## src/rtl/data_mem_arbiter_pkg.sv

```systemverilog
// Shared types and constants for the data-memory arbiter (CPU vs. loader/DMA).
package data_mem_arbiter_pkg;

    typedef enum logic {
        OWN_CPU = 1'b0,
        OWN_DMA = 1'b1
    } owner_t;

    localparam int unsigned DEF_DATA_W    = 32;
    localparam int unsigned DEF_ADDR_W    = 32;
    localparam int unsigned DEF_BURST_MAX = 8;

    localparam int unsigned           WAIT_CNT_W   = 16;
    localparam logic [WAIT_CNT_W-1:0] WAIT_CNT_MAX = 16'hFFFF;

endpackage

```

## src/rtl/arb_rr_core.sv

```systemverilog
// Grant logic with last-winner priority state and DMA burst-lock counter.
// DATA_MEM_ARB_RR_EN selects round-robin unlocked arbitration; default is CPU-first.
module arb_rr_core
    import data_mem_arbiter_pkg::*;
#(
    parameter int unsigned BURST_MAX = DEF_BURST_MAX
) (
    input  logic clk,
    input  logic reset,
    input  logic cpu_req,
    input  logic dma_req,
    input  logic dma_lock,
    output logic cpu_gnt_c,
    output logic dma_gnt_c
);

    localparam int unsigned      CNT_W   = $clog2(BURST_MAX + 1);
    localparam logic [CNT_W-1:0] CNT_MAX = CNT_W'(BURST_MAX);

    owner_t           last_winner;
    logic [CNT_W-1:0] burst_cnt;
    logic             locked;

    // A locked burst overrides everything until the counter is exhausted.
    always_comb begin
        cpu_gnt_c = 1'b0;
        dma_gnt_c = 1'b0;
        locked    = (last_winner == OWN_DMA) && dma_lock && dma_req && (burst_cnt < CNT_MAX);
        if (locked) begin
            dma_gnt_c = 1'b1;
        end else if (cpu_req && dma_req) begin
`ifdef DATA_MEM_ARB_RR_EN
            if (last_winner == OWN_CPU) begin
                dma_gnt_c = 1'b1;
            end else begin
                cpu_gnt_c = 1'b1;
            end
`else
            cpu_gnt_c = 1'b1;
`endif
        end else begin
            cpu_gnt_c = cpu_req;
            dma_gnt_c = dma_req;
        end
    end

    always_ff @(posedge clk or negedge reset) begin
        if (!reset) begin
            last_winner <= OWN_DMA;
            burst_cnt   <= '0;
        end else begin
            if (cpu_gnt_c) begin
                last_winner <= OWN_CPU;
            end else if (dma_gnt_c) begin
                last_winner <= OWN_DMA;
            end
            // Counter saturates so a lone DMA keeps running but yields at once to a CPU request.
            if (cpu_gnt_c || !dma_req) begin
                burst_cnt <= '0;
            end else if (dma_gnt_c && dma_lock && (burst_cnt != CNT_MAX)) begin
                burst_cnt <= burst_cnt + CNT_W'(1);
            end
        end
    end

endmodule

```

## src/rtl/data_mem_arbiter.sv

```systemverilog
// Shares one data-memory port between the CPU and a loader/DMA; read data is registered per requester.
// Optional macro DATA_MEM_ARB_RR_EN enables round-robin arbitration (see arb_rr_core).
module data_mem_arbiter
    import data_mem_arbiter_pkg::*;
#(
    parameter int unsigned DATA_W    = DEF_DATA_W,
    parameter int unsigned ADDR_W    = DEF_ADDR_W,
    parameter int unsigned BURST_MAX = DEF_BURST_MAX
) (
    input  logic                  clk,
    input  logic                  reset,
    input  logic                  cpu_req,
    input  logic                  cpu_we,
    input  logic [ADDR_W-1:0]     cpu_addr,
    input  logic [DATA_W-1:0]     cpu_wdata,
    output logic                  cpu_gnt,
    output logic                  cpu_stall,
    output logic                  cpu_rvalid,
    output logic [DATA_W-1:0]     cpu_rdata,
    input  logic                  dma_req,
    input  logic                  dma_we,
    input  logic                  dma_lock,
    input  logic [ADDR_W-1:0]     dma_addr,
    input  logic [DATA_W-1:0]     dma_wdata,
    output logic                  dma_gnt,
    output logic                  dma_rvalid,
    output logic [DATA_W-1:0]     dma_rdata,
    output logic                  mem_we,
    output logic                  mem_re,
    output logic [ADDR_W-1:0]     mem_addr,
    output logic [DATA_W-1:0]     mem_wdata,
    input  logic [DATA_W-1:0]     mem_rdata,
    output logic [WAIT_CNT_W-1:0] cpu_wait_cnt
);

    arb_rr_core #(
        .BURST_MAX (BURST_MAX)
    ) u_core (
        .clk       (clk),
        .reset     (reset),
        .cpu_req   (cpu_req),
        .dma_req   (dma_req),
        .dma_lock  (dma_lock),
        .cpu_gnt_c (cpu_gnt),
        .dma_gnt_c (dma_gnt)
    );

    assign cpu_stall = cpu_req & ~cpu_gnt;

    // Memory port follows the granted requester; idle port is driven to zero.
    always_comb begin
        mem_we    = 1'b0;
        mem_re    = 1'b0;
        mem_addr  = '0;
        mem_wdata = '0;
        if (cpu_gnt) begin
            mem_we    = cpu_we;
            mem_re    = ~cpu_we;
            mem_addr  = cpu_addr;
            mem_wdata = cpu_wdata;
        end else if (dma_gnt) begin
            mem_we    = dma_we;
            mem_re    = ~dma_we;
            mem_addr  = dma_addr;
            mem_wdata = dma_wdata;
        end
    end

    always_ff @(posedge clk or negedge reset) begin
        if (!reset) begin
            cpu_rvalid   <= 1'b0;
            cpu_rdata    <= '0;
            dma_rvalid   <= 1'b0;
            dma_rdata    <= '0;
            cpu_wait_cnt <= '0;
        end else begin
            cpu_rvalid <= cpu_gnt & ~cpu_we;
            dma_rvalid <= dma_gnt & ~dma_we;
            if (cpu_gnt && !cpu_we) begin
                cpu_rdata <= mem_rdata;
            end
            if (dma_gnt && !dma_we) begin
                dma_rdata <= mem_rdata;
            end
            if (cpu_stall && (cpu_wait_cnt != WAIT_CNT_MAX)) begin
                cpu_wait_cnt <= cpu_wait_cnt + WAIT_CNT_W'(1);
            end
        end
    end

endmodule

```

## config.mk

```make
export PLATFORM = sky130hd
export DESIGN_NAME = data_mem_arbiter
export DESIGN_NICKNAME = d
export VERILOG_FILES = /design/src/rtl/data_mem_arbiter_pkg.sv /design/src/rtl/arb_rr_core.sv /design/src/rtl/data_mem_arbiter.sv
export SDC_FILE = /design/constraint.sdc
export NUM_CORES = 1
export LEC_CHECK = 0
export ABC_CLOCK_PERIOD_IN_PS = 2300
export CORE_UTILIZATION = 26
export DETAILED_ROUTE_END_ITERATION = 6
export PLACE_DENSITY_LB_ADDON = 0.1
export SLEW_MARGIN = 10
export SYNTH_ARGS = -nofsm -noshare
export SYNTH_HDL_FRONTEND = slang
export SYNTH_HIERARCHICAL = 1
export SYNTH_SLANG_ARGS = --single-unit
```

## constraint.sdc

```tcl
create_clock -name clk -period 2.3 [get_ports clk]
set_clock_uncertainty 0.1 [all_clocks]
set_input_delay 0.46 -clock clk [delete_from_list [all_inputs] [get_ports clk]]
set_output_delay 0.46 -clock clk [all_outputs]
set_load 0.02 [all_outputs]
```

==> results of run 1 <==
## worst max-delay path by stage
stage / startpoint / end / slack (ns) / cells past startpoint
floorplan: dma_lock / mem_addr[3] / -0.009 / 6
global placement: dma_lock / mem_addr[17] / -0.84 / 8
detailed placement: dma_lock / mem_addr[28] / -0.86 / 8
CTS: u_core/last_winner$_DFFE_PN1P_ / mem_addr[26] / -0.41 / 9
global route: u_core/last_winner$_DFFE_PN1P_ / mem_addr[7] / -0.40 / 8
finish: u_core/last_winner$_DFFE_PN1P_ / mem_wdata[0] / -0.30 / 9
## flip-flops by register name, summed over array words and instances, names as in the netlist
signal and cells:
cpu_rvalid 1, cpu_wait_cnt 16, u_core/burst_cnt 4, u_core/last_winner 1
dma_rdata 32, dma_rvalid 1, cpu_rdata 32
## cell families (layout without fill, tap and decap cells)
family | count (synthesis) | count (layout) | synth area share [%]
flip-flops | 87 | 87 | 51.77
AO/OA/AOI/OAI | 80 | 80 | 15.97
multiplexers | 67 | 67 | 18.02
AND/OR/NAND/NOR | 52 | 52 | 7.850
buffers and inverters | 32 | 394 | 3.211
XOR/XNOR | 11 | 11 | 2.290
adder cells (fa/ha/maj) | 3 | 3 | 0.8922
other | 0 | 3 | 0
## where the power goes
part           internal (W)  total, W  switching [W]
logic               0.00132   0.00236        0.00104
registers           0.00179   0.00197       0.000175
clock network      0.000877   0.00148       0.000608
total               0.00399   0.00581        0.00182
## area by class of cell
class | count | area (sq um) | share of cell area [%]
clock buffers | 10 | 239.0 | 2.678
multi-input cells | 213 | 2206 | 24.72
inverters | 9 | 33.78 | 0.3786
flip-flops and latches | 87 | 2178 | 24.41
diodes | 3 | 7.507 | 0.08413
well taps | 216 | 270.3 | 3.029
clock inverters | 6 | 67.56 | 0.7572
repair buffers | 369 | 3921 | 43.94
## metal layers
layer / routed length, um / vias up
met5: 0 / -
met2: 9693 / 158
met3: 1382 / 12
li1: - / 1955
met4: 206 / 0
met1: 6797 / 2088
## per-stage QoR
step	setup WS (ns)	std cells
after floorplan	-0.008930	332
after global placement	-0.8380	869
after detailed placement	-0.8620	869
after CTS	-0.4127	908
after global routing	-0.3991	910
final	-0.3018	913
## synth_stat cells (all sizes together)
| master | count | area share [%] |
|---|---|---|
| inv | 9 | 0.80 |
| nand3b | 3 | 0.83 |
| nand3 | 7 | 0.83 |
| dfrtp | 86 | 51 |
| nand2 | 8 | 0.71 |
| xnor2 | 5 | 1.0 |
| nand4 | 6 | 1.2 |
| mux2 | 67 | 18 |
| clkbuf | 11 | 0.98 |
| dfstp | 1 | 0.62 |
| nor4b | 1 | 0.21 |
| ha | 3 | 0.89 |
| nor3 | 4 | 0.59 |
| a41oi | 1 | 0.21 |
| nor2b | 4 | 0.59 |
| and2 | 1 | 0.15 |
| nor4 | 1 | 0.30 |
| nand4b | 1 | 0.21 |
| a21boi | 1 | 0.18 |
| o21ai | 5 | 0.86 |
| a22o | 64 | 13 |
| and3b | 2 | 0.48 |
| nand2b | 1 | 0.15 |
| a211o | 1 | 0.21 |
| a31oi | 2 | 0.30 |
| buf | 12 | 1.4 |
| or2 | 1 | 0.21 |
| or4 | 1 | 0.27 |
| a21oi | 6 | 0.89 |
| xor2 | 6 | 1.2 |
| nor2 | 10 | 0.89 |
| nor3b | 1 | 0.18 |
## worst max-delay path, cell delays in order, from the launching register on
cell and delay [ns]:
sky130_fd_sc_hd__dfstp_2 0.53, sky130_fd_sc_hd__and3b_2 0.25, sky130_fd_sc_hd__o21ai_4 0.08, sky130_fd_sc_hd__inv_2 0.06, sky130_fd_sc_hd__nor2b_4 0.17, sky130_fd_sc_hd__buf_6 0.14, sky130_fd_sc_hd__buf_12 0.11, sky130_fd_sc_hd__buf_8 0.11
sky130_fd_sc_hd__a22o_1 0.15, sky130_fd_sc_hd__buf_6 0.13
## what timing repair did
item / 4_1_cts / 5_1_grt
hold buffers: 1 / 0
buffers inserted: 17 / 3
setup endpoints to repair: 104 / 90
gates resized for setup: 365 / 51
endpoints found under the hold margin: 30 / 0
gates cloned: 5 / 1
pin swaps: 7 / 16
==> impl_metrics.prom, run 1 <==
# TYPE chip_impl_metric gauge
chip_impl_metric{name="maxCapViolCount",unit=""} 0
chip_impl_metric{name="starting_density_of_the_core",unit="%"} 26.58
chip_impl_metric{name="reg2reg_slack",unit="ns"} 0.02
chip_impl_metric{name="met1_capacity_usage_during_global_routing",unit="%"} 23.62
chip_impl_metric{name="fin_nets",unit=""} 859
chip_impl_metric{name="row_count",unit=""} 46
chip_impl_metric{name="cts_buffers",unit=""} 9
chip_impl_metric{name="drt_wl_total",unit="mm"} 18.08
chip_impl_metric{name="yosysWarnings",unit=""} 6
chip_impl_metric{name="clkLatencyLatePin",unit="ns"} 0.33
chip_impl_info{name="grt_setup_unrepaired",value="true"} 1
chip_impl_metric{name="via_count",unit=""} 4213
chip_impl_info{name="violations",value="setup timing"} 1
chip_impl_info{name="reg2reg_from",value="u_core/last_winner$_DFFE_PN1P_"} 1
chip_impl_metric{name="layout-area-overhead-vs-synth",unit="%"} 112.1
chip_impl_info{name="start_kind",value="flop"} 1
chip_impl_metric{name="timing.slew.headroom",unit="%"} 39.59
chip_impl_metric{name="ctsHtreeMaxLevel",unit=""} 3
chip_impl_metric{name="layout.core_utilization",unit="%"} 56.38
chip_impl_metric{name="arrival",unit="ns"} 2.04
chip_impl_metric{name="number_of_antenna_violations_at_the_first_check_in_global_routing",unit=""} 3
chip_impl_metric{name="hold_violations",unit=""} 0
chip_impl_metric{name="post_route_cells_drive_above_1_share",unit="%"} 36.31
chip_impl_metric{name="worstPathRequired",unit="ns"} 1.74
chip_impl_metric{name="cts.path.max_buffers",unit=""} 2
chip_impl_info{name="cts_root_buf",value="sky130_fd_sc_hd__clkbuf_16"} 1
chip_impl_metric{name="port_buffers",unit=""} 317
chip_impl_metric{name="timing_max_transition_violations_final",unit=""} 0
chip_impl_metric{name="first_global_vias",unit=""} 4380
chip_impl_metric{name="min_period_over_period",unit="%"} 113.1
chip_impl_metric{name="post-dp-hpwl",unit="mm"} 14.01
chip_impl_info{name="final_cell_mix",value="sky130_fd_sc_hd__clkdlybuf4s50_1, sky130_fd_sc_hd__dfrtp_1, sky130_fd_sc_hd__buf_6"} 1
chip_impl_metric{name="fin_hold_ws",unit="ns"} 0.4034
chip_impl_metric{name="leakage",unit="nW"} 3.824
chip_impl_metric{name="fmax_achieved",unit="GHz"} 0.3844
chip_impl_metric{name="timing.hold.worst_path_depth",unit=""} 1
chip_impl_metric{name="die_area",unit="sq mm"} 0.01670
chip_impl_metric{name="grt_pass1_wl",unit="mm"} 25.85
chip_impl_metric{name="final.setup.worst_slack",unit="ns"} -0.3018
chip_impl_info{name="worstSetupPathType",value="flop to output pin"} 1
chip_impl_metric{name="detail_route.iter0.violations",unit=""} 139
chip_impl_metric{name="gp_routability_congestion",unit=""} 0.7751
chip_impl_metric{name="grt.met3_usage",unit="%"} 6.854
chip_impl_info{name="cp-end-kind",value="output pin"} 1
chip_impl_info{name="min_delay_worst_endpoint",value="dma_rdata[21]$_DFFE_PN0P_"} 1
chip_impl_info{name="cts_tree",value="done"} 1
chip_impl_metric{name="vias_per_cell",unit=""} 4.614
chip_impl_info{name="timing.hold.worst.class",value="flop to flop"} 1
chip_impl_metric{name="worstMarginPinSlew",unit="ns"} 0.8992
chip_impl_metric{name="grt_overflow_total",unit=""} 0
chip_impl_metric{name="final_min_period",unit="ns"} 2.602
chip_impl_metric{name="tritoncts_num_sinks",unit=""} 87
chip_impl_metric{name="vdd_ir_drop_max",unit="uV"} 446.4
chip_impl_metric{name="remaining_drc_errors",unit=""} 0
chip_impl_metric{name="cellPowerDensity",unit="mW/mm^2"} 650.8
chip_impl_info{name="hold_path.startpoint",value="dma_rdata[21]$_DFFE_PN0P_"} 1
chip_impl_metric{name="synth_cell_types",unit=""} 40
chip_impl_metric{name="power.total",unit="W"} 0.005808
chip_impl_metric{name="die_y",unit="um"} 129.2
chip_impl_metric{name="routed_wire_length_per_instance",unit="um"} 19.80
chip_impl_metric{name="grt_start_max_net_pins",unit=""} 37
chip_impl_metric{name="synth.cell_area",unit="sq mm"} 0.004208
chip_impl_metric{name="num_io_pins",unit=""} 318
chip_impl_metric{name="gr-usage-all-layers",unit="%"} 21.17
chip_impl_metric{name="detail-route-antenna-nets",unit=""} 0
chip_impl_metric{name="ys_seq_area_share",unit="%"} 51.77
chip_impl_metric{name="die_width",unit="um"} 129.2
chip_impl_metric{name="drt_first_pass_iters",unit=""} 4
chip_impl_metric{name="finalSetupTns",unit="ns"} -16.14
chip_impl_info{name="r2r-end",value="cpu_wait_cnt[6]$_DFFE_PN0P_"} 1
chip_impl_info{name="outcome",value="complete, but fails checks"} 1
chip_impl_metric{name="setup_viol_count_final",unit=""} 67
chip_impl_metric{name="cts.clk_slew.worst_paths",unit="ns"} 0.06
chip_impl_metric{name="synthesis.nets",unit=""} 502
chip_impl_metric{name="postSynthAreaPerCell",unit="sq um"} 12.67
chip_impl_metric{name="dpl-instance-area",unit="sq mm"} 0.008000
chip_impl_metric{name="synth_cells",unit=""} 332
chip_impl_metric{name="design.core.area",unit="sq mm"} 0.01583
chip_impl_metric{name="yosys_register_bits",unit=""} 87
chip_impl_metric{name="filler_cell_count",unit=""} 1336
chip_impl_metric{name="post-route-cell-area",unit="sq mm"} 0.008924
chip_impl_metric{name="groute.layer.met2.usage",unit="%"} 38.49
chip_impl_info{name="layout_commonest_cell",value="sky130_fd_sc_hd__clkdlybuf4s50_1"} 1
chip_impl_info{name="busiest_layer",value="met2"} 1
chip_impl_metric{name="worst_r2r_path_depth",unit=""} 9
chip_impl_metric{name="worst-path-max-fanout",unit=""} 5
(Power assumes the default switching activity.)
==> inputs of run 2 (changes only) <==
--- a/config.mk
+++ b/config.mk
@@ -5,7 +5,7 @@
 export SDC_FILE = /design/constraint.sdc
 export NUM_CORES = 1
 export LEC_CHECK = 0
-export ABC_CLOCK_PERIOD_IN_PS = 2300
+export ABC_CLOCK_PERIOD_IN_PS = 2200
 export CORE_UTILIZATION = 26
 export DETAILED_ROUTE_END_ITERATION = 6
 export PLACE_DENSITY_LB_ADDON = 0.1
==> constraint.sdc (replaced) <==
create_clock -name clk -period 2.2 [get_ports clk]
set_clock_uncertainty 0.1 [all_clocks]
set_input_delay 0.44 -clock clk [delete_from_list [all_inputs] [get_ports clk]]
set_output_delay 0.44 -clock clk [all_outputs]
set_load 0.02 [all_outputs]
==> impl_metrics.prom, run 2 (synthesized netlist as in run 1, its figures left out) <==
# TYPE chip_impl_metric gauge
chip_impl_metric{name="antenna_cells_inserted",unit=""} 0
chip_impl_metric{name="grt_pass1_wl",unit="mm"} 25.07
chip_impl_metric{name="cts.clk_slew.worst_paths",unit="ns"} 0.06
chip_impl_metric{name="fin_nets",unit=""} 852
chip_impl_info{name="final_cell_mix",value="sky130_fd_sc_hd__clkdlybuf4s50_1, sky130_fd_sc_hd__dfrtp_1, sky130_fd_sc_hd__mux2_2"} 1
chip_impl_metric{name="design.core.area",unit="sq mm"} 0.01583
chip_impl_info{name="cp-end-kind",value="output pin"} 1
chip_impl_metric{name="starting_density_of_the_core",unit="%"} 26.58
chip_impl_info{name="reg_top3",value="cpu_rdata (32), dma_rdata (32), cpu_wait_cnt (16)"} 1
chip_impl_metric{name="finalSetupTns",unit="ns"} -24.31
chip_impl_metric{name="row_count",unit=""} 46
chip_impl_metric{name="gp_routability_congestion",unit=""} 0.7860
chip_impl_metric{name="vias_per_cell",unit=""} 4.627
chip_impl_metric{name="timing.hold.worst_path_depth",unit=""} 2
chip_impl_metric{name="layout-area-overhead-vs-synth",unit="%"} 116.1
chip_impl_metric{name="grt_start_max_net_pins",unit=""} 37
chip_impl_metric{name="post-dp-hpwl",unit="mm"} 13.40
chip_impl_metric{name="slowest_delay",unit="ns"} 0.37
chip_impl_metric{name="maxCapViolCount",unit=""} 0
chip_impl_metric{name="vdd_ir_drop_max",unit="uV"} 449.1
chip_impl_metric{name="detail-route-antenna-nets",unit=""} 0
chip_impl_metric{name="gr-usage-all-layers",unit="%"} 20.33
chip_impl_info{name="layout_commonest_cell",value="sky130_fd_sc_hd__clkdlybuf4s50_1"} 1
chip_impl_info{name="slowest_stage",value="sky130_fd_sc_hd__dfstp_2"} 1
chip_impl_metric{name="leakage",unit="nW"} 3.925
chip_impl_metric{name="ctsHtreeMaxLevel",unit=""} 3
chip_impl_info{name="crit_path_frequent_cell",value="sky130_fd_sc_hd__buf_12"} 1
chip_impl_metric{name="remaining_drc_errors",unit=""} 0
chip_impl_metric{name="dpl-instance-area",unit="sq mm"} 0.008401
chip_impl_metric{name="via_count",unit=""} 4178
chip_impl_metric{name="routed_wire_length_per_instance",unit="um"} 18.98
chip_impl_metric{name="cellPowerDensity",unit="mW/mm^2"} 667.8
chip_impl_metric{name="final.setup.worst_slack",unit="ns"} -0.4855
chip_impl_metric{name="drt_wl_total",unit="mm"} 17.14
chip_impl_metric{name="timing_max_transition_violations_final",unit=""} 0
chip_impl_metric{name="fmax_achieved",unit="GHz"} 0.3724
chip_impl_metric{name="arrival",unit="ns"} 2.15
chip_impl_metric{name="min_period_over_period",unit="%"} 122.1
chip_impl_info{name="outcome",value="complete, but fails checks"} 1
chip_impl_metric{name="timing.slew.headroom",unit="%"} 37.30
chip_impl_metric{name="worst-path-max-fanout",unit=""} 5
chip_impl_info{name="grt_setup_unrepaired",value="true"} 1
chip_impl_metric{name="grt_overflow_total",unit=""} 0
chip_impl_info{name="cts_root_buf",value="sky130_fd_sc_hd__clkbuf_16"} 1
chip_impl_metric{name="post_route_cells_drive_above_1_share",unit="%"} 41.48
chip_impl_metric{name="cts.path.max_buffers",unit=""} 2
chip_impl_info{name="cts_tree",value="done"} 1
chip_impl_metric{name="num_io_pins",unit=""} 318
chip_impl_metric{name="die_width",unit="um"} 129.2
chip_impl_metric{name="drt_first_pass_iters",unit=""} 4
chip_impl_metric{name="filler_cell_count",unit=""} 1295
chip_impl_info{name="violations",value="setup timing"} 1
chip_impl_metric{name="die_y",unit="um"} 129.2
chip_impl_metric{name="worstMarginPinSlew",unit="ns"} 0.9333
chip_impl_info{name="worstSetupPathType",value="flop to output pin"} 1
chip_impl_metric{name="die_area",unit="sq mm"} 0.01670
chip_impl_metric{name="worst_r2r_path_depth",unit=""} 9
chip_impl_metric{name="port_buffers",unit=""} 317
chip_impl_metric{name="cts_buffers",unit=""} 9
chip_impl_metric{name="tritoncts_num_sinks",unit=""} 87
chip_impl_info{name="timing.hold.worst.class",value="flop to flop"} 1
chip_impl_metric{name="clkLatencyLatePin",unit="ns"} 0.34
chip_impl_metric{name="final-instance-count-excl-fill",unit=""} 903
chip_impl_metric{name="dp.cells",unit=""} 871
chip_impl_metric{name="setup_viol_count_final",unit=""} 71
chip_impl_metric{name="first_global_vias",unit=""} 4385
chip_impl_metric{name="worstPathRequired",unit="ns"} 1.66
chip_impl_metric{name="detail_route.iter0.violations",unit=""} 111
chip_impl_info{name="crit_chain",value="and3b_2 > o21ai_4 > inv_2 > nor2b_4 > buf_12 > buf_12 > buf_8 > buf_16 > a22o_4 > buf_6"} 1
chip_impl_metric{name="hold_violations",unit=""} 0
chip_impl_info{name="start_kind",value="flop"} 1
chip_impl_metric{name="post-route-cell-area",unit="sq mm"} 0.009095
chip_impl_metric{name="number_of_antenna_violations_at_the_first_check_in_global_routing",unit=""} 0
chip_impl_metric{name="final_min_period",unit="ns"} 2.685
## run 2: cell count changes in the layout (fill, tap and decap cells not counted), moves of 2 or more
cell,before,now
sky130_fd_sc_hd__a22o_1,40,4
sky130_fd_sc_hd__a22o_4,24,60
sky130_fd_sc_hd__buf_6,71,55
sky130_fd_sc_hd__buf_2,0,7
sky130_fd_sc_hd__buf_8,5,1
sky130_fd_sc_hd__clkdlybuf4s15_2,0,4
sky130_fd_sc_hd__diode_2,3,0
sky130_fd_sc_hd__clkbuf_4,0,2
## run 2: metal layers
layer	routed length, um	GRT usage (%)
met1	7058	25.43
met2	8582	33.33
met3	1287	7.308
met4	208	4.913
met5	0	0
## run 2: cell type report
cell class	instances	area (sq um)	share of cell area (%)
Inverter	9	33.78	0.3714
Tap cell	216	270.3	2.972
Clock inverter	6	67.56	0.7429
Multi-Input combinational cell	213	2542	27.95
Clock buffer	10	239.0	2.628
Timing Repair Buffer	362	3764	41.38
Sequential cell	87	2178	23.95
## run 2: power breakdown
part	switching, W	total (W)	internal (W)
registers	0.000182	0.00206	0.00187
clock network	0.000623	0.00154	0.000914
logic	0.00109	0.00248	0.00139
total	0.00190	0.00607	0.00418
## run 2: path summary, 6_finish.rpt
path	start	end	slack (ns)
setup / recovery	u_core/last_winner$_DFFE_PN1P_	mem_wdata[25]	-0.49
hold / removal	u_core/last_winner$_DFFE_PN1P_	u_core/last_winner$_DFFE_PN1P_	0.39
setup reg to reg	u_core/last_winner$_DFFE_PN1P_	cpu_wait_cnt[6]$_DFFE_PN0P_	-0.07
hold reg to reg	u_core/last_winner$_DFFE_PN1P_	u_core/last_winner$_DFFE_PN1P_	0.39
max in group asynchronous	reset	u_core/last_winner$_DFFE_PN1P_	0.95
min in group asynchronous	reset	dma_rdata[14]$_DFFE_PN0P_	0.44
## run 2: repair_timing
item	in CTS	in global routing
resized for setup	370	24
gates cloned	5	0
endpoints found under the setup margin	78	72
endpoints found under the hold margin	21	0
setup buffers	8	5
pin swaps	4	8
hold buffers	1	0
## run 2: critical path, delay by kind of cell (launching register included)
| kind | cells | cell delay (ns) |
|---|---|---|
| AO/OA/AOI/OAI | 2 | 0.37 |
| buffers and inverters | 6 | 0.71 |
| flip-flops | 1 | 0.37 |
| AND/OR/NAND/NOR | 2 | 0.37 |
## run 2: stage by stage
stage               setup slack, ns  hold WS [ns]  utilization [%]  power [W]
floorplan                  -0.01832       0.04441                -   0.003176
global placement            -0.9553        0.2530            53.08   0.004453
detailed placement          -0.9462        0.2597            53.08   0.004484
CTS                         -0.5084        0.3863            57.23   0.006155
global route                -0.5556        0.4129            57.46   0.006374
finish                      -0.4855        0.3871            57.46   0.006074
